===== config.mk =====
export PLATFORM = sky130hd
export DESIGN_NAME = csa_slice_sequencer_flat
export DESIGN_NICKNAME = d
export VERILOG_FILES = /design/src/rtl/csa_slice_sequencer_if.sv /design/src/rtl/csa_slice_sequencer.sv /design/src/flat_wrapper.sv
export SDC_FILE = /design/constraint.sdc
export NUM_CORES = 1
export LEC_CHECK = 0
export ABC_CLOCK_PERIOD_IN_PS = 4300
export CORE_UTILIZATION = 30
export CTS_BUF_LIST = sky130_fd_sc_hd__clkbuf_4 sky130_fd_sc_hd__clkbuf_8
export DETAILED_ROUTE_END_ITERATION = 8
export GPL_TIMING_DRIVEN = 1
export HOLD_SLACK_MARGIN = 0.12
export PLACE_DENSITY = 0.63
export SETUP_SLACK_MARGIN = 0.3
export SYNTH_ARGS = -nofsm -noshare
export SYNTH_HDL_FRONTEND = slang
export SYNTH_SLANG_ARGS = --single-unit

===== constraint.sdc =====
create_clock -name clk_i -period 4.3 [get_ports clk_i]
set_clock_uncertainty 0.2 [all_clocks]
set_input_delay 0.43 -clock clk_i [delete_from_list [all_inputs] [get_ports clk_i]]
set_output_delay 0.43 -clock clk_i [all_outputs]
set_load 0.02 [all_outputs]

===== src/rtl/csa_slice_sequencer_if.sv =====
// Handshake and result bundle between the issuing logic (master) and the
// carry-select slice sequencer (slave).
interface csa_slice_sequencer_if #(
  parameter int WIDTH = 32,
  parameter int BLOCK = 8
);
  localparam int NBLK = WIDTH / BLOCK;
  localparam int IDXW = (NBLK > 1) ? $clog2(NBLK) : 1;

  logic             start;
  logic [WIDTH-1:0] a;
  logic [WIDTH-1:0] b;
  logic             cin;
  logic             ready;
  logic             busy;
  logic             done;
  logic [IDXW-1:0]  slice_idx;
  logic [WIDTH-1:0] sum;
  logic             cout;
  logic             ovf;

  modport master (
    output start, a, b, cin,
    input  ready, busy, done, slice_idx, sum, cout, ovf
  );

  modport slave (
    input  start, a, b, cin,
    output ready, busy, done, slice_idx, sum, cout, ovf
  );
endinterface


===== src/rtl/csa_slice_sequencer.sv =====
// Wide adder built by time-sharing one BLOCK-bit carry-select slice,
// LSB slice first, one slice per clock.
module csa_slice_sequencer #(
  parameter int WIDTH = 32,
  parameter int BLOCK = 8
) (
  input  logic                  clk_i,
  input  logic                  rst_i,
  csa_slice_sequencer_if.slave  bus_if
);
  localparam int NBLK = WIDTH / BLOCK;
  localparam int IDXW = (NBLK > 1) ? $clog2(NBLK) : 1;
  localparam logic [IDXW-1:0] LAST_IDX = IDXW'(NBLK - 1);

  localparam logic [1:0] S_IDLE = 2'd0;
  localparam logic [1:0] S_RUN  = 2'd1;
  localparam logic [1:0] S_DONE = 2'd2;

  logic [1:0]       state_q, state_d;
  logic [WIDTH-1:0] opA_q, opA_d;
  logic [WIDTH-1:0] opB_q, opB_d;
  logic [WIDTH-1:0] sum_q, sum_d;
  logic             carry_q, carry_d;
  logic             cout_q, cout_d;
  logic             ovf_q, ovf_d;
  logic [IDXW-1:0]  idx_q, idx_d;

  int               sliceBase;
  logic [BLOCK-1:0] sliceA, sliceB;
  logic [BLOCK:0]   cand0, cand1, selected;
  logic             msbCarryIn;

  // Both carry-in candidates are formed every cycle; the registered carry picks one.
  always_comb begin
    sliceBase  = int'(idx_q) * BLOCK;
    sliceA     = opA_q[sliceBase +: BLOCK];
    sliceB     = opB_q[sliceBase +: BLOCK];
    cand0      = {1'b0, sliceA} + {1'b0, sliceB};
    cand1      = cand0 + (BLOCK+1)'(1);
    selected   = carry_q ? cand1 : cand0;
    msbCarryIn = sliceA[BLOCK-1] ^ sliceB[BLOCK-1] ^ selected[BLOCK-1];
  end

  always_comb begin
    state_d = state_q;
    opA_d   = opA_q;
    opB_d   = opB_q;
    sum_d   = sum_q;
    carry_d = carry_q;
    cout_d  = cout_q;
    ovf_d   = ovf_q;
    idx_d   = idx_q;
    case (state_q)
      S_IDLE: begin
        if (bus_if.start) begin
          opA_d   = bus_if.a;
          opB_d   = bus_if.b;
          carry_d = bus_if.cin;
          idx_d   = '0;
          sum_d   = '0;
          cout_d  = 1'b0;
          ovf_d   = 1'b0;
          state_d = S_RUN;
        end
      end
      S_RUN: begin
        sum_d[sliceBase +: BLOCK] = selected[BLOCK-1:0];
        carry_d = selected[BLOCK];
        if (idx_q == LAST_IDX) begin
          cout_d  = selected[BLOCK];
          ovf_d   = selected[BLOCK] ^ msbCarryIn;
          idx_d   = '0;
          state_d = S_DONE;
        end else begin
          idx_d = idx_q + 1'b1;
        end
      end
      S_DONE:  state_d = S_IDLE;
      default: state_d = S_IDLE;
    endcase
  end

  always_ff @(posedge clk_i) begin
    if (rst_i) begin
      state_q <= S_IDLE;
      opA_q   <= '0;
      opB_q   <= '0;
      sum_q   <= '0;
      carry_q <= 1'b0;
      cout_q  <= 1'b0;
      ovf_q   <= 1'b0;
      idx_q   <= '0;
    end else begin
      state_q <= state_d;
      opA_q   <= opA_d;
      opB_q   <= opB_d;
      sum_q   <= sum_d;
      carry_q <= carry_d;
      cout_q  <= cout_d;
      ovf_q   <= ovf_d;
      idx_q   <= idx_d;
    end
  end

  assign bus_if.ready     = (state_q == S_IDLE);
  assign bus_if.busy      = (state_q == S_RUN);
  assign bus_if.done      = (state_q == S_DONE);
  assign bus_if.slice_idx = (state_q == S_RUN) ? idx_q : '0;
  assign bus_if.sum       = sum_q;
  assign bus_if.cout      = cout_q;
  assign bus_if.ovf       = ovf_q;
endmodule


===== src/flat_wrapper.sv =====
// flat-port wrapper written by rule: the top's interface ports become plain ports
module csa_slice_sequencer_flat 
#(
  parameter int WIDTH = 32,
  parameter int BLOCK = 8
)
  (clk_i, rst_i, bus_if_start, bus_if_a, bus_if_b, bus_if_cin, bus_if_ready, bus_if_busy, bus_if_done, bus_if_slice_idx, bus_if_sum, bus_if_cout, bus_if_ovf);
  csa_slice_sequencer_if #(.WIDTH(WIDTH), .BLOCK(BLOCK)) bus_if_i ();
  input  logic clk_i;
  input  logic rst_i;
  input wire logic [$bits(bus_if_i.start)-1:0] bus_if_start;
  input wire logic [$bits(bus_if_i.a)-1:0] bus_if_a;
  input wire logic [$bits(bus_if_i.b)-1:0] bus_if_b;
  input wire logic [$bits(bus_if_i.cin)-1:0] bus_if_cin;
  output wire logic [$bits(bus_if_i.ready)-1:0] bus_if_ready;
  output wire logic [$bits(bus_if_i.busy)-1:0] bus_if_busy;
  output wire logic [$bits(bus_if_i.done)-1:0] bus_if_done;
  output wire logic [$bits(bus_if_i.slice_idx)-1:0] bus_if_slice_idx;
  output wire logic [$bits(bus_if_i.sum)-1:0] bus_if_sum;
  output wire logic [$bits(bus_if_i.cout)-1:0] bus_if_cout;
  output wire logic [$bits(bus_if_i.ovf)-1:0] bus_if_ovf;
  assign bus_if_i.start = bus_if_start;
  assign bus_if_i.a = bus_if_a;
  assign bus_if_i.b = bus_if_b;
  assign bus_if_i.cin = bus_if_cin;
  assign bus_if_ready = bus_if_i.ready;
  assign bus_if_busy = bus_if_i.busy;
  assign bus_if_done = bus_if_i.done;
  assign bus_if_slice_idx = bus_if_i.slice_idx;
  assign bus_if_sum = bus_if_i.sum;
  assign bus_if_cout = bus_if_i.cout;
  assign bus_if_ovf = bus_if_i.ovf;
  csa_slice_sequencer #(.WIDTH(WIDTH), .BLOCK(BLOCK)) u_core (.clk_i(clk_i), .rst_i(rst_i), .bus_if(bus_if_i));
endmodule

======== After elaboration in Yosys (flattened, before gate mapping) ========
Index checks and enable logic that the tools add are counted.
operators by class
  $add $sub $neg .......................... 4
  equality and inequality tests ........... 5
  shift-type cells ........................ 4
  multiplexer cells ....................... 18
  bitwise logic cells ..................... 3
  reductions and logical operators ........ 6
operators by type and width
  cell                                                   count
  one-hot mux 32 bit (2 select lines)                    1
  indexed part select 32 x 6 -> 8 bit                    2
  negator 5 -> 33 bit                                    1
  variable shift 8 x 33 -> 32 bit, first input constant  1
  indexed part select 8 x 33 -> 32 bit                   1
  bitwise mux 32 bit                                     1
  two-way mux 32 bit                                     1
  two-way mux 2 bit                                      5
  adder 8 x 8 -> 9 bit                                   1
  adder 9 x 1 -> 9 bit, second input constant            1
  two-way mux 9 bit                                      1
  one-hot mux 2 bit (2 select lines)                     2
  one-hot mux 1 bit (2 select lines)                     3
  AND reduction 2 bit                                    3
  equality test 2 bit, second input constant             2
  two-way mux 1 bit                                      4
  AND reduction 3 bit                                    1
  XOR 1 bit                                              3
  adder 2 x 1 -> 2 bit, second input constant            1
  equality test 2 x 1 -> 1 bit, second input constant    1
  zero test 2 bit                                        1
  != test 2 x 1 -> 1 bit, second input constant          1
  != test 2 bit, second input constant                   1
  nonzero test 2 bit                                     1
storage, ports and cells
  bits in registers ....................... 103
  input port bits ......................... 68
  output and inout bits ................... 39
  logic and storage cells ................. 48

======== Depth between registers and ports, before layout ========
  word-level depth ........................ 8
  mapped depth ............................ 11
  mapped depth without buffers ............ 10

======== Least setup slack after synthesis ========
OpenSTA, ideal clock, no wires.
  path type ............................... flip-flop to flip-flop
  from .................................... register u_core.idx_q[0]
  to ...................................... register u_core.ovf_q (netlist: u_core.bus_if.ovf)
  library setup time ...................... 0.096 ns
  data arrival time ....................... 3.754 ns
  path slack .............................. 0.250 ns
  cell stages (with the launch flop) ...... 12
  buffers on the path ..................... 1
  path through ............................ dfxtp_1 > buf_1 > mux4_2 > ha_1 > fa_1 > a211oi_2 > nor2_1 > and2b_2 > nand4_2 > or4_4 > and3_4 > o41ai_2
between the ends
  longest elaborated chain between the ends .. 8
ends and longest elaborated chain
  item                                                    RTL line                                              text
  from (decl)                                             csa_slice_sequencer.sv:26                             logic [IDXW-1:0] idx_q, idx_d;
  from (signal assigned)                                  csa_slice_sequencer.sv:101                            idx_q <= idx_d;
  indexed part select 32 x 6 -> 8 bit (on tied branches)  csa_slice_sequencer.sv:36, csa_slice_sequencer.sv:37
  adder 8 x 8 -> 9 bit                                    csa_slice_sequencer.sv:38                             cand0 = {1'b0, sliceA} + {1'b0, sliceB};
  adder 9 x 1 -> 9 bit                                    csa_slice_sequencer.sv:39                             cand1 = cand0 + (BLOCK+1)'(1);
  two-way mux 9 bit                                       csa_slice_sequencer.sv:40                             selected = carry_q ? cand1 : cand0;
  XOR 1 bit                                               csa_slice_sequencer.sv:41                             msbCarryIn = sliceA[BLOCK-1] ^ sliceB[BLOCK-1] ^ selected[BLOCK-1];
  XOR 1 bit                                               csa_slice_sequencer.sv:71                             ovf_d = selected[BLOCK] ^ msbCarryIn;
  two-way mux 1 bit                                       csa_slice_sequencer.sv:69                             if (idx_q == LAST_IDX) begin
  one-hot mux 1 bit (2 select lines)                      csa_slice_sequencer.sv:53                             case (state_q)
  to (signal assigned)                                    csa_slice_sequencer.sv:100                            ovf_q <= ovf_d;
  to (decl)                                               csa_slice_sequencer.sv:25                             logic ovf_q, ovf_d;
Parallel ways exist; a longest one is shown, timed or not. The select of a mux whose other input is x is not followed.
A chain may end at the register's enable or synchronous reset.

======== Final worst setup path ========
Same ends and word-level chain as after synthesis.

==> results list <==
- Number of enable-type register cells in the synthesized netlist: 0
* Power Dens Cells: 343 nW/um^2
- Final Max Slew Viols: 0
- Top flip-flop cell by instance count after synthesis: dfxtp_1
- Root buffer cell: clkbuf_8
- Antenna Diode Count: 0
- Delay contributed by the slowest stage of the critical path: roughly 520 ps
* Met1 Use GR: approximately 20%
- IR analysis of the VDD net gives a maximum drop of approximately 0.18 mV.
- Mapped Avg Cell Area: a little under 9 sq um
- The initialized floorplan defines between 40 and 50 standard-cell rows.
* Netlist area before placement: around 4500 sq um
- Maximum fanout along the worst path: 9
- Buffers placed on the I/O ports in this run total around 110.
- Counting the fill cells in the layout gives between 1000 and 1500.
* Most common cell in the netlist: nand2_1
* CTS clk-pin slew, worst paths: around 100 ps
- After global routing, the most crowded layer is met2.
- Count of yosys warnings during synthesis: 0
- List of most frequent post-synthesis cells: nand2_1 (136), dfxtp_1 (103), a21oi_1 (75)
* Worst Max-Slew Pin Slew: between 1000 and 1500 ps
- The H-tree was split into 3 levels.
- In this run the worst setup path begins at u_core.idx_q[0].
- Counting every sink on the clock net gives approximately 100.
* Largest net degree at the start of global routing: 105
- Horizontal die dimension: 124 microns
* List of cells traversed by the critical path: buf_4, mux4_2, ha_1, a21oi_1, o31ai_4, a311o_2, xnor2_2, or4_4, and3_4, o41ai_2
- Remaining number of nets flagged by the antenna check after routing: 0
* HPWL after detailed placement: 8790 microns
- Cells with a size suffix above 1 make up roughly a tenth of the layout.
- Among all stages on the critical path, the largest delay is contributed by mux4_2.
- Number of vias per cell after detailed routing: between 4 and 5
- Final period utilization: between 80% and 90%
- Initial drt markers: about 300
- For this design the static power due to leakage is about 2.2 nW.
* Post-detailed-route DRC marker count: 0
- In this run the most critical hold path is launched from u_core.opA_q[9].
* Core box area: 14600 sq um
* Crit Path Category: reg2reg
* Synth top area cells: dfxtp_1 (46%), nand2_1 (11%), a21oi_1 (8.4%)
- Data arrives at the worst endpoint at just under 4000 ps.
* Worst min path class: reg2reg
- In this run, distinct cell masters in the synthesized netlist total 45.
* Status: finished, final reports clean
* Minimum period implied by the final worst setup slack: around 3800 ps
* CP Data Required Time: between 4000 and 5000 ps
- Overall power: 2.03 mW
* Synthesis-stage register bit count: 103
- In this run the critical register-to-register path is launched from u_core.idx_q[0].
- From synthesis to final layout, the design area changed by 32.2%.
- dfxtp_1 takes more of the synthesized area than any other cell.
- Post-Route Setup TNS: 0 ps
- STA classifies the critical path endpoint as a register.
- End-of-flow core utilization: between 40% and 50%
- Starting density of the core: between 30% and 40%
- In this run the post-CTS setup repair buffer count came out at 0.
* DIE HEIGHT: 124 microns
* Final GP Congestion: 0.858
- Mapped Nets: about 590
* Number of global-route vias before repair: 3876
* Max-capacitance violation count: 0
- At the later pin of the worst-skew pair, clock insertion delay measures about 370 ps.
- Sequential element share of the synthesized area: 46.0%
- The total count of hold-check failures in the final report is 0.
- GRT overflow: 0
- The synthesized design devotes to its leading area cell type between 40% and 50% of total area.
* TritonCTS buffer count: 9
* Top-level port count: approximately 110
* Routing usage on met2: between 20% and 30%
- Total Nets Final: about 680
- Worst setup margin: between 400 and 500 ps
* Total number of vias: ~3900
- The worst setup path is launched from a register.
* Post-placement worst setup slack: 419 ps
* RSZ-0062 raised after global routing: no
- Die Outline Area: ~15000 sq um
- Pre-antenna DRT Iters: 4
- Max Fclk: ~0.26 GHz
- Global routing used between 10% and 20% of the available tracks across all layers.
* Cells after Synth: 510
* Detail-routed net length per standard cell: 14.9 microns
- The initial antenna violation count is 0.
* GR Layer Usage met3: 3.48%
- Maximum buffer depth of the clock tree: 2
* Final wirelength: roughly 12000 microns
* Number of failing setup endpoints in the final timing report: 0
* Clock tree from TritonCTS: done
- Async S/R FF share, synth: 0%
- Worst rel slew slack: 21.7%
- First-pass GRT wire length: between 15000 and 20000 microns
## power breakdown
| part | internal, mW | switching [mW] |
|---|---|---|
| Clock | 0.342 | 0.321 |
| Combinational | 0.156 | 0.191 |
| Sequential | 0.996 | 0.0262 |
| Total | 1.49 | 0.539 |
## layout make-up
class	instances	area, sq um	area share, %
Multi-Input combinational cell	370	2300	38.7
Sequential cell	103	2060	34.8
Timing Repair Buffer	112	1110	18.7
Tap cell	184	230	3.88
Clock buffer	10	138	2.32
Clock inverter	5	82.6	1.39
Inverter	3	11.3	0.190
## registers in the layout, indices dropped and copies added, names as in the netlist
signal              cells
u_core.bus_if.sum      32
u_core.opA_q           32
u_core.opB_q           32
u_core.idx_q            2
u_core.state_q          2
u_core.bus_if.cout      1
u_core.bus_if.ovf       1
u_core.carry_q          1
## stage by stage
stage | area, sq um | instances | hold slack, ps
floorplan | 4490 | 510 | 233
global placement | 5700 | 772 | 241
detailed placement | 5700 | 772 | 248
CTS | 5920 | 787 | 263
global route | 5930 | 787 | 285
finish | 5930 | 787 | 266
## placed cells by master, fill, tap and decap left out, drive strengths merged, types with 3 or more instances in the layout
| cell type | synthesis | layout |
|---|---|---|
| nand2 | 137 | 137 |
| clkdlybuf4s50 | 0 | 105 |
| dfxtp | 103 | 103 |
| a21oi | 75 | 75 |
| nor2 | 45 | 45 |
| a22oi | 32 | 32 |
| mux4 | 16 | 16 |
| ha | 13 | 13 |
| clkbuf | 32 | 10 |
| buf | 2 | 7 |
| xor2 | 6 | 6 |
| xnor2 | 5 | 5 |
| and3 | 4 | 4 |
| nand3 | 3 | 3 |
| inv | 3 | 3 |
| nand4 | 3 | 3 |
| clkinv | 0 | 3 |
## per-layer routing
metal | share of wire [%] | vias up | routed length [microns]
met5 | 0 | - | 0
li1 | - | 1934 | -
met4 | 1.3 | 0 | 151
met2 | 48 | 110 | 5630
met3 | 4.2 | 14 | 499
met1 | 46 | 1805 | 5460
## repair_timing
action	CTS	global route
setup endpoints to repair	0	1
hold buffers	0	0
gates resized for setup	0	3
## worst paths after layout
check	to	depth (start not counted)	slack, ps
worst max register to register	u_core.bus_if.ovf	10	470
worst min-delay path	u_core.opA_q[9]	2	270
worst max-delay path	u_core.bus_if.ovf	10	470
worst min register to register	u_core.opA_q[9]	2	270
## worst max-delay path, delay by kind of cell, from the launching register on
family,cells,cell delay (ps)
flops,1,450
xor+xnor,1,170
buf+inv,1,250
simple gates,2,710
fa+ha+maj,1,350
mux,1,520
compound gates,4,1090
## logic make-up (layout without fill, tap and decap cells)
family                     Yosys count  after routing  synth area share (%)
xor gates and xnor gates            11             11                  2.48
buffers and inverters               37            130                  3.10
and+or+nand+nor                    207            207                  19.4
adders and majority gates           14             14                  4.07
DFF                                103            103                  46.0
AOI/OAI and AO/OA                  121            121                  16.7
muxes                               17             17                  8.28
No activity file was read; power rests on OpenSTA's default activity.
